### config.mk
export PLATFORM = sky130hd
export DESIGN_NAME = maxpool_stream
export DESIGN_NICKNAME = d
export VERILOG_FILES = /design/src/rtl/maxpool_stream.sv
export SDC_FILE = /design/constraint.sdc
export NUM_CORES = 1
export LEC_CHECK = 0
export CORE_ASPECT_RATIO = 0.9
export CORE_MARGIN = 8
export CORE_UTILIZATION = 35
export DETAILED_ROUTE_END_ITERATION = 8
export DONT_BUFFER_PORTS = 1
export PLACE_DENSITY = 0.6
export SYNTH_ARGS = -nofsm -noshare
export SYNTH_HDL_FRONTEND = slang
export SYNTH_HIERARCHICAL = 1
export SYNTH_SLANG_ARGS = --single-unit
### constraint.sdc
create_clock -name clk -period 3.34 [get_ports clk]
set_clock_uncertainty 0.2 [all_clocks]
set_input_delay 0.334 -clock clk [delete_from_list [all_inputs] [get_ports clk]]
set_output_delay 0.334 -clock clk [all_outputs]
set_load 0.05 [all_outputs]
### src/rtl/maxpool_stream.sv
// rtl/maxpool_stream.sv - streaming 1-D max-pool with output FIFO; optional ReLU via MAXPOOL_RELU_EN
module maxpool_fifo #(
  parameter int W     = 16,
  parameter int DEPTH = 2
) (
  input  logic         clk,
  input  logic         reset,
  input  logic         push,
  input  logic [W-1:0] push_data,
  input  logic         pop,
  output logic [W-1:0] head,
  output logic         not_empty,
  output logic         full
);
  localparam int AW = (DEPTH > 1) ? $clog2(DEPTH) : 1;
  localparam int CW = $clog2(DEPTH + 1);
  localparam logic [AW-1:0] PTR_LAST = AW'(DEPTH - 1);
  localparam logic [CW-1:0] CNT_FULL = CW'(DEPTH);

  logic [W-1:0]  mem [DEPTH];
  logic [AW-1:0] rd_ptr;
  logic [AW-1:0] wr_ptr;
  logic [CW-1:0] count;
  logic          push_ok;
  logic          pop_ok;

  assign not_empty = (count != '0);
  assign full      = (count == CNT_FULL);
  assign head      = mem[rd_ptr];
  assign push_ok   = push && !full;
  assign pop_ok    = pop && not_empty;

  // Circular buffer: pointers wrap at DEPTH-1 so non-power-of-two depths work.
  always_ff @(posedge clk) begin
    if (reset) begin
      rd_ptr <= '0;
      wr_ptr <= '0;
      count  <= '0;
      for (int i = 0; i < DEPTH; i++) mem[i] <= '0;
    end else begin
      if (push_ok) begin
        mem[wr_ptr] <= push_data;
        wr_ptr      <= (wr_ptr == PTR_LAST) ? '0 : wr_ptr + 1'b1;
      end
      if (pop_ok) begin
        rd_ptr <= (rd_ptr == PTR_LAST) ? '0 : rd_ptr + 1'b1;
      end
      case ({push_ok, pop_ok})
        2'b10:   count <= count + 1'b1;
        2'b01:   count <= count - 1'b1;
        default: count <= count;
      endcase
    end
  end
endmodule

module maxpool_stream #(
  parameter int T     = 16,
  parameter int L     = 15,
  parameter int P     = 2,
  parameter int DEPTH = 2
) (
  input  logic         clk,
  input  logic         reset,
  input  logic [T-1:0] x_data,
  input  logic         x_valid,
  output logic         x_ready,
  output logic [T-1:0] y_data,
  output logic         y_valid,
  input  logic         y_ready
);
  localparam int IW = (L > 1) ? $clog2(L) : 1;
  localparam int WW = $clog2(P);
  localparam logic [IW-1:0] IDX_LAST = IW'(L - 1);
  localparam logic [WW-1:0] W_LAST   = WW'(P - 1);

  logic [IW-1:0]         idx_q;
  logic [WW-1:0]         w_q;
  logic signed [T-1:0]   max_q;
  logic signed [T-1:0]   x_s;
  logic signed [T-1:0]   pool_max;
  logic [T-1:0]          push_val;
  logic                  accept;
  logic                  win_done;
  logic                  fifo_full;

  assign x_s      = x_data;
  assign x_ready  = !reset && !fifo_full;
  assign accept   = x_valid && x_ready;
  assign win_done = (w_q == W_LAST) || (idx_q == IDX_LAST);

  // Running max including the current sample; the first sample of a window starts fresh.
  always_comb begin
    pool_max = max_q;
    if (w_q == '0 || x_s > max_q) pool_max = x_s;
  end

`ifdef MAXPOOL_RELU_EN
  assign push_val = pool_max[T-1] ? '0 : pool_max;
`else
  assign push_val = pool_max;
`endif

  // Frame and window counters plus the running max, advanced on each accepted sample.
  always_ff @(posedge clk) begin
    if (reset) begin
      idx_q <= '0;
      w_q   <= '0;
      max_q <= '0;
    end else if (accept) begin
      idx_q <= (idx_q == IDX_LAST) ? '0 : idx_q + 1'b1;
      w_q   <= win_done ? '0 : w_q + 1'b1;
      max_q <= pool_max;
    end
  end

  maxpool_fifo #(
    .W     (T),
    .DEPTH (DEPTH)
  ) u_fifo (
    .clk       (clk),
    .reset     (reset),
    .push      (accept && win_done),
    .push_data (push_val),
    .pop       (y_ready),
    .head      (y_data),
    .not_empty (y_valid),
    .full      (fifo_full)
  );
endmodule

==> results.cfg, run 1 <==
[detailed_routing]
drt_antenna_net_count = 0
detail_route.wirelength_um = 6570
drt_first_pass_iters = 4
initialDrtViolationCount = 118
vias_per_cell = 4.85
drt-wirelength-per-cell_um = 15.4
drcViolationCount = 0
vias = 2070

[pwr]
p_sw_frac = 0.274
power.sequential.fraction = 0.445
power.share.combinational = 0.181
ir_worst_vdd_mv = 0.173
pwr_total_mw = 1.85
p_leak_nw = 1.38
power-per-cell-area_nw_per_um2 = 511
power.share.clock = 0.373
net_switching_component_of_the_power_uw = 506
intPower_mw = 1.34

[clock_network]
cts-root-buf = clkbuf_8
cts.path.max_buffers = 2
cts_max_level = 3
post_cts_sizing = 0
numCtsBuffers = 9
clock_tree_from_tritoncts = done
cts-hold-fix-buffers = 17
clock_sink_count = 58
cts.clk_slew.worst_paths_ns = 0.07
post-cts-setup-buffer-count = 0
worst_skew_pair.late_latency_ns = 0.33

[timing]
hold_slack_ns = 0.0679
report.final.setup_viol = 0
fin_setup_tns_ns = 0
grt_setup_unrepaired = false
fin_crit_ns = 2.95
setup_slack_ns = 0.394
timing.final.hold_violations = 0
period_share = 0.882
fmax_ghz = 0.339
maxSlewViolCount = 0
worst_slew_margin_rel = 0.458
worst_slew_pin_slew_ns = 0.812

[floorplanning]
die_height_um = 106
design.die.area_um2 = 12300
pin_count = 38
start_util = 0.363
placeableCoreArea_um2 = 8650
fp-row-count = 32
die_width_um = 116

[logic_synthesis]
yosysTopAreaCell = edfxtp_1
synth-seq-area-share = 0.472
synthesis.nets = 320
number_of_warning_messages_in_the_yosys_log = 6
synth.top_cell.area_share = 0.306
ys_async_sr_fraction = 0
synth_area_per_cell_um2 = 11.1
synth_edf_count = 32
synth_cell_type_count = 41
dominantRegCellSynth = edfxtp_1
syn_inst = 283
netlist_area_um2 = 3140
yosys-top-cells-area = edfxtp_1 31%, dfxtp_1 17%, mux2_4 7.2%, ha_1 6.8%, mux2_2 6.5%
postSynthRegisterBits = 58

[cells_and_area]
post-route-cell-area_um2 = 3620
nets = 340
antenna_cells_inserted = 0
drive_gt1_frac = 0.198
area.growth.synth_to_final_pct = 15.1

[global_routing]
first_global_vias = 2029
antenna_violations_before_repair = 0
globalRoute.totalOverflow = 0
grt_pass1_wl_um = 10500
grt_max_degree = 33
globalRouteTotalUtil = 0.111

[flow_run]
timing.max_cap.violations = 0

[placement]
placedInstanceArea_um2 = 3240
preCtsSetupSlack_ns = 0.418
gp_routability_congestion = 0.792
place.port_buffers = 0
hpwl_um = 4470

[setup_path]
arrival_ns = 2.83
cp_data_required_time_ns = 3.22
crit-reg2reg-launch = max_q[7]
worstSetupStartpoint = max_q[7]
worst-setup-path-type = register to register
worstSetupStartpointType = register
worst_setup_path_end_kind = register
critical_path_peak_fanout = 32

[outcome]
status = finished clean

[worst_hold_path]
holdCritPathClass = primary input to register
worstHoldStart = reset
state kept, by name, indices dropped and copies added, names as in the netlist, named ones only:
| signal | cells |
|---|---|
| w_q | 1 |
| u_fifo/wr_ptr | 1 |
| u_fifo/mem | 32 |
| u_fifo/count | 2 |
| u_fifo/rd_ptr | 1 |
| idx_q | 4 |
| max_q | 16 |
routing by layer:
| metal | vias up | GRT usage | part of all wire |
|---|---|---|---|
| met5 | - | 0 | 0 |
| met4 | 0 | 0.0500 | 0.016 |
| met2 | 46 | 0.161 | 0.43 |
| met1 | 950 | 0.142 | 0.50 |
| met3 | 12 | 0.0422 | 0.060 |
| li1 | 1062 | - | - |
cells in the final DEF (no fill, tap or decap), types with 3 or more instances in the layout:
cell / count
a21oi_1: 13
a32o_1: 16
and4_1: 3
buf_4: 6
clkbuf_8: 9
dfxtp_1: 26
dlygate4sd3_1: 17
edfxtp_1: 32
ha_1: 17
inv_1: 19
mux2_2: 18
mux2_4: 15
nand2_1: 7
nand2b_1: 19
nand3_1: 5
nor2_1: 44
o21ai_0: 4
critical path: stages, from the launching register on:
cell	delay (ns)
dfxtp_1	0.36
inv_1	0.05
ha_1	0.32
and4_1	0.23
and3_1	0.18
nand3_2	0.09
o211ai_4	0.20
mux2_4	0.49
mux2_2	0.41
nand2b_1	0.10
nor2_1	0.05
layout make-up:
type,instances,area [um2]
clock buffer,10,128
clock inverter,6,81.3
fill,863,5030
inverter,20,75.1
multi-input combinational,191,1490
sequential,58,1480
tap,119,149
timing repair buffer,23,215
cells by family after synthesis:
group	after synthesis	share of synthesized area
flip-flops	58	0.472
AO/OA/AOI/OAI	43	0.106
AND/OR/NAND/NOR	94	0.150
XOR/XNOR	3	0.00837
adder cells (fa/ha/maj)	17	0.0677
buffers and inverters	34	0.0550
multiplexers	34	0.141
worst paths after layout:
kind         slack [ns]  depth (start not counted)                to
max reg2reg        0.39                         10  u_fifo/mem[1][1]
min                0.07                          2               w_q
min reg2reg        0.29                          1          max_q[1]
max                0.39                         10  u_fifo/mem[1][1]
through the flow:
| step | std cells | util |
|---|---|---|
| floorplan | 283 | - |
| global placement | 394 | 0.374 |
| detailed placement | 394 | 0.374 |
| CTS | 427 | 0.418 |
| global route | 427 | 0.418 |
| finish | 427 | 0.418 |
cell usage after synthesis, types with 2 or more instances:
library cell / instances
nand3_1: 5
ha_1: 17
xnor2_1: 2
mux2_4: 15
clkbuf_1: 7
edfxtp_1: 32
inv_1: 19
and3_1: 2
buf_6: 3
nand4_1: 2
a21o_1: 2
nor2b_1: 2
nor3_1: 2
a21oi_1: 13
dfxtp_1: 26
a32o_1: 16
and4_1: 3
buf_2: 2
nor2_1: 44
nand2_1: 7
nand2b_1: 19
o21ai_0: 4
mux2_2: 18
o21a_1: 2
or3_1: 2
a31oi_1: 2
power by group through the flow:
stage	clock network (mW)	registers [mW]	logic, mW
final	0.690	0.823	0.335
after detailed placement	0	0.839	0.318
after floorplan	0	0.826	0.288
after global routing	0.742	0.830	0.364
after CTS	0.711	0.824	0.338
after global placement	0	0.838	0.316
(Power assumes the default switching activity.)
==> inputs of run 2 (changes only) <==
--- a/config.mk
+++ b/config.mk
@@ -6,7 +6,6 @@
 export NUM_CORES = 1
 export LEC_CHECK = 0
 export CORE_ASPECT_RATIO = 0.9
-export CORE_MARGIN = 8
 export CORE_UTILIZATION = 35
 export DETAILED_ROUTE_END_ITERATION = 8
 export DONT_BUFFER_PORTS = 1
==> run 2 against run 1 <==
Against the previous run:
- utilization increased by 0.27 points
- fmax increased by 0.34%
- sequential power about the same
- register-to-register slack about the same
- first-iteration DRC count decreased by 4.2%
- hold slack got worse by 0.0037 ns
- die area decreased by 24%
- routed wire length increased by 1.2%
- global-route usage increased by 3.9 points
- critical endpoint is now u_fifo/mem[0][1]
- highest routed layer unchanged
==> results.cfg, run 2 (synthesis gave the netlist of run 1 again) <==
[setup_path]
cp_data_required_time_ns = 3.23
critical_path_peak_fanout = 32
worstSetupStartpointType = register
worst-setup-path-type = register to register
worst_setup_path_end_kind = register
arrival_ns = 2.83

[cells_and_area]
area.growth.synth_to_final_pct = 15.9
registers.top_by_ff_count = u_fifo/mem
antenna_cells_inserted = 0
max_ffs_per_register = 32
mostFrequentLayoutCell = nor2_1
core_utilization_of_the_finished_layout = 0.421
top_flop_regs = u_fifo/mem: 32 flops, max_q: 16 flops, idx_q: 4 flops
fillers = 834
mostFrequentLayoutCells = 44 x nor2_1, 32 x edfxtp_1, 26 x dfxtp_1, 19 x nand2b_1, 19 x inv_1
nets = 340
drive_gt1_frac = 0.195

[global_routing]
globalRoute.totalOverflow = 0
grt_max_degree = 33
grt_pass1_wl_um = 10500
globalRouteTotalUtil = 0.150
first_global_vias = 2157
antenna_violations_before_repair = 0

[clock_network]
cts.path.max_buffers = 2
post-cts-setup-buffer-count = 0
numCtsBuffers = 9
cts-root-buf = clkbuf_8
clock_tree_from_tritoncts = done
cts_max_level = 3
worst_skew_pair.late_latency_ns = 0.34
clock_sink_count = 58
cts.clk_slew.worst_paths_ns = 0.07

[floorplanning]
design.die.area_um2 = 9360
die_width_um = 102
start_util = 0.363
placeableCoreArea_um2 = 8650
fp-row-count = 32
die_height_um = 91.9
pin_count = 38

[placement]
hpwl_um = 4330
place.port_buffers = 0
gp_routability_congestion = 0.805

[flow_run]
timing.max_cap.violations = 0

[detailed_routing]
drcViolationCount = 0
detail_route.wirelength_um = 6650
m1WireLength_um = 3220
detailroute.wirelength.met3_um = 337
drt_antenna_net_count = 0
met2_length_um = 2970
drt-wirelength-per-cell_um = 15.6
highest_layer = met4
vias_per_cell = 5.00
drt_first_pass_iters = 4
initialDrtViolationCount = 113
vias = 2136

[timing]
grt_setup_unrepaired = false
fin_setup_tns_ns = 0
worst_slew_pin_slew_ns = 0.806
fin_crit_ns = 2.94
fmax_ghz = 0.341
maxSlewViolCount = 0
report.final.setup_viol = 0
timing.final.hold_violations = 0
worst_slew_margin_rel = 0.462
period_share = 0.879

[pwr]
p_leak_nw = 1.39
ir_worst_vdd_mv = 0.230
power-per-cell-area_nw_per_um2 = 531

[outcome]
status = finished clean

[worst_hold_path]
holdCritPathClass = primary input to register
==> run 2: per-stage QoR <==
| stage | total power, mW | hold WS [ns] | setup WS [ns] | cell area, um2 | std cells |
|---|---|---|---|---|---|
| floorplan | 1.11 | 0.206 | 0.110 | 3140 | 283 |
| global placement | 1.15 | 0.206 | 0.437 | 3240 | 394 |
| detailed placement | 1.16 | 0.208 | 0.412 | 3240 | 394 |
| CTS | 1.95 | 0.0444 | 0.391 | 3640 | 427 |
| global route | 2.02 | 0.0507 | 0.207 | 3640 | 427 |
| finish | 1.93 | 0.0642 | 0.404 | 3640 | 427 |
==> run 2: cell type report <==
| cell class | count | area, um2 | area share |
|---|---|---|---|
| Tap cell | 119 | 149 | 0.0409 |
| Timing Repair Buffer | 23 | 215 | 0.0591 |
| Inverter | 20 | 75.1 | 0.0206 |
| Clock buffer | 10 | 128 | 0.0351 |
| Sequential cell | 58 | 1480 | 0.407 |
| Clock inverter | 6 | 105 | 0.0289 |
| Multi-Input combinational cell | 191 | 1490 | 0.408 |
==> run 2: path summary, 6_finish.rpt <==
kind             start                to  slack (ns)  cells after the start
min reg2reg  max_q[10]         max_q[10]        0.30                      1
min              reset               w_q        0.06                      2
max           max_q[7]  u_fifo/mem[0][1]        0.40                     10
max reg2reg   max_q[7]  u_fifo/mem[0][1]        0.40                     10
==> run 2: power by group <==
part	internal, mW	switching, mW	leakage, nW
sequential	0.793	0.0312	0.545
clock	0.491	0.282	0.112
combinational	0.135	0.201	0.729
total	1.42	0.514	1.39
==> run 2: metal layers <==
metal,GRT usage,up-vias
li1,-,1056
met1,0.190,1028
met2,0.231,39
met3,0.0457,13
met4,0.0726,0
met5,0,-
==> run 2: worst max-delay path, cell delays in order, from the launching register on <==
cell and delay, ns:
dfxtp_1 0.35, inv_1 0.05, ha_1 0.32, and4_1 0.24
and3_1 0.18, nand3_2 0.10, o211ai_4 0.20, mux2_4 0.50
mux2_2 0.39, nand2b_1 0.10, nor2_1 0.05
==> run 2: timing repair <==
action	in CTS	in global routing
resized for setup	0	0
endpoints found under the hold margin	25	0
hold buffers	17	0
==> inputs of run 3 (changes only) <==
--- a/config.mk
+++ b/config.mk
@@ -5,6 +5,7 @@
 export SDC_FILE = /design/constraint.sdc
 export NUM_CORES = 1
 export LEC_CHECK = 0
+export CAP_MARGIN = 20
 export CORE_ASPECT_RATIO = 0.9
 export CORE_UTILIZATION = 35
 export DETAILED_ROUTE_END_ITERATION = 8
==> results of run 3 <==
Same layout as run 2: the final DEF is identical, and so are final timing and power.
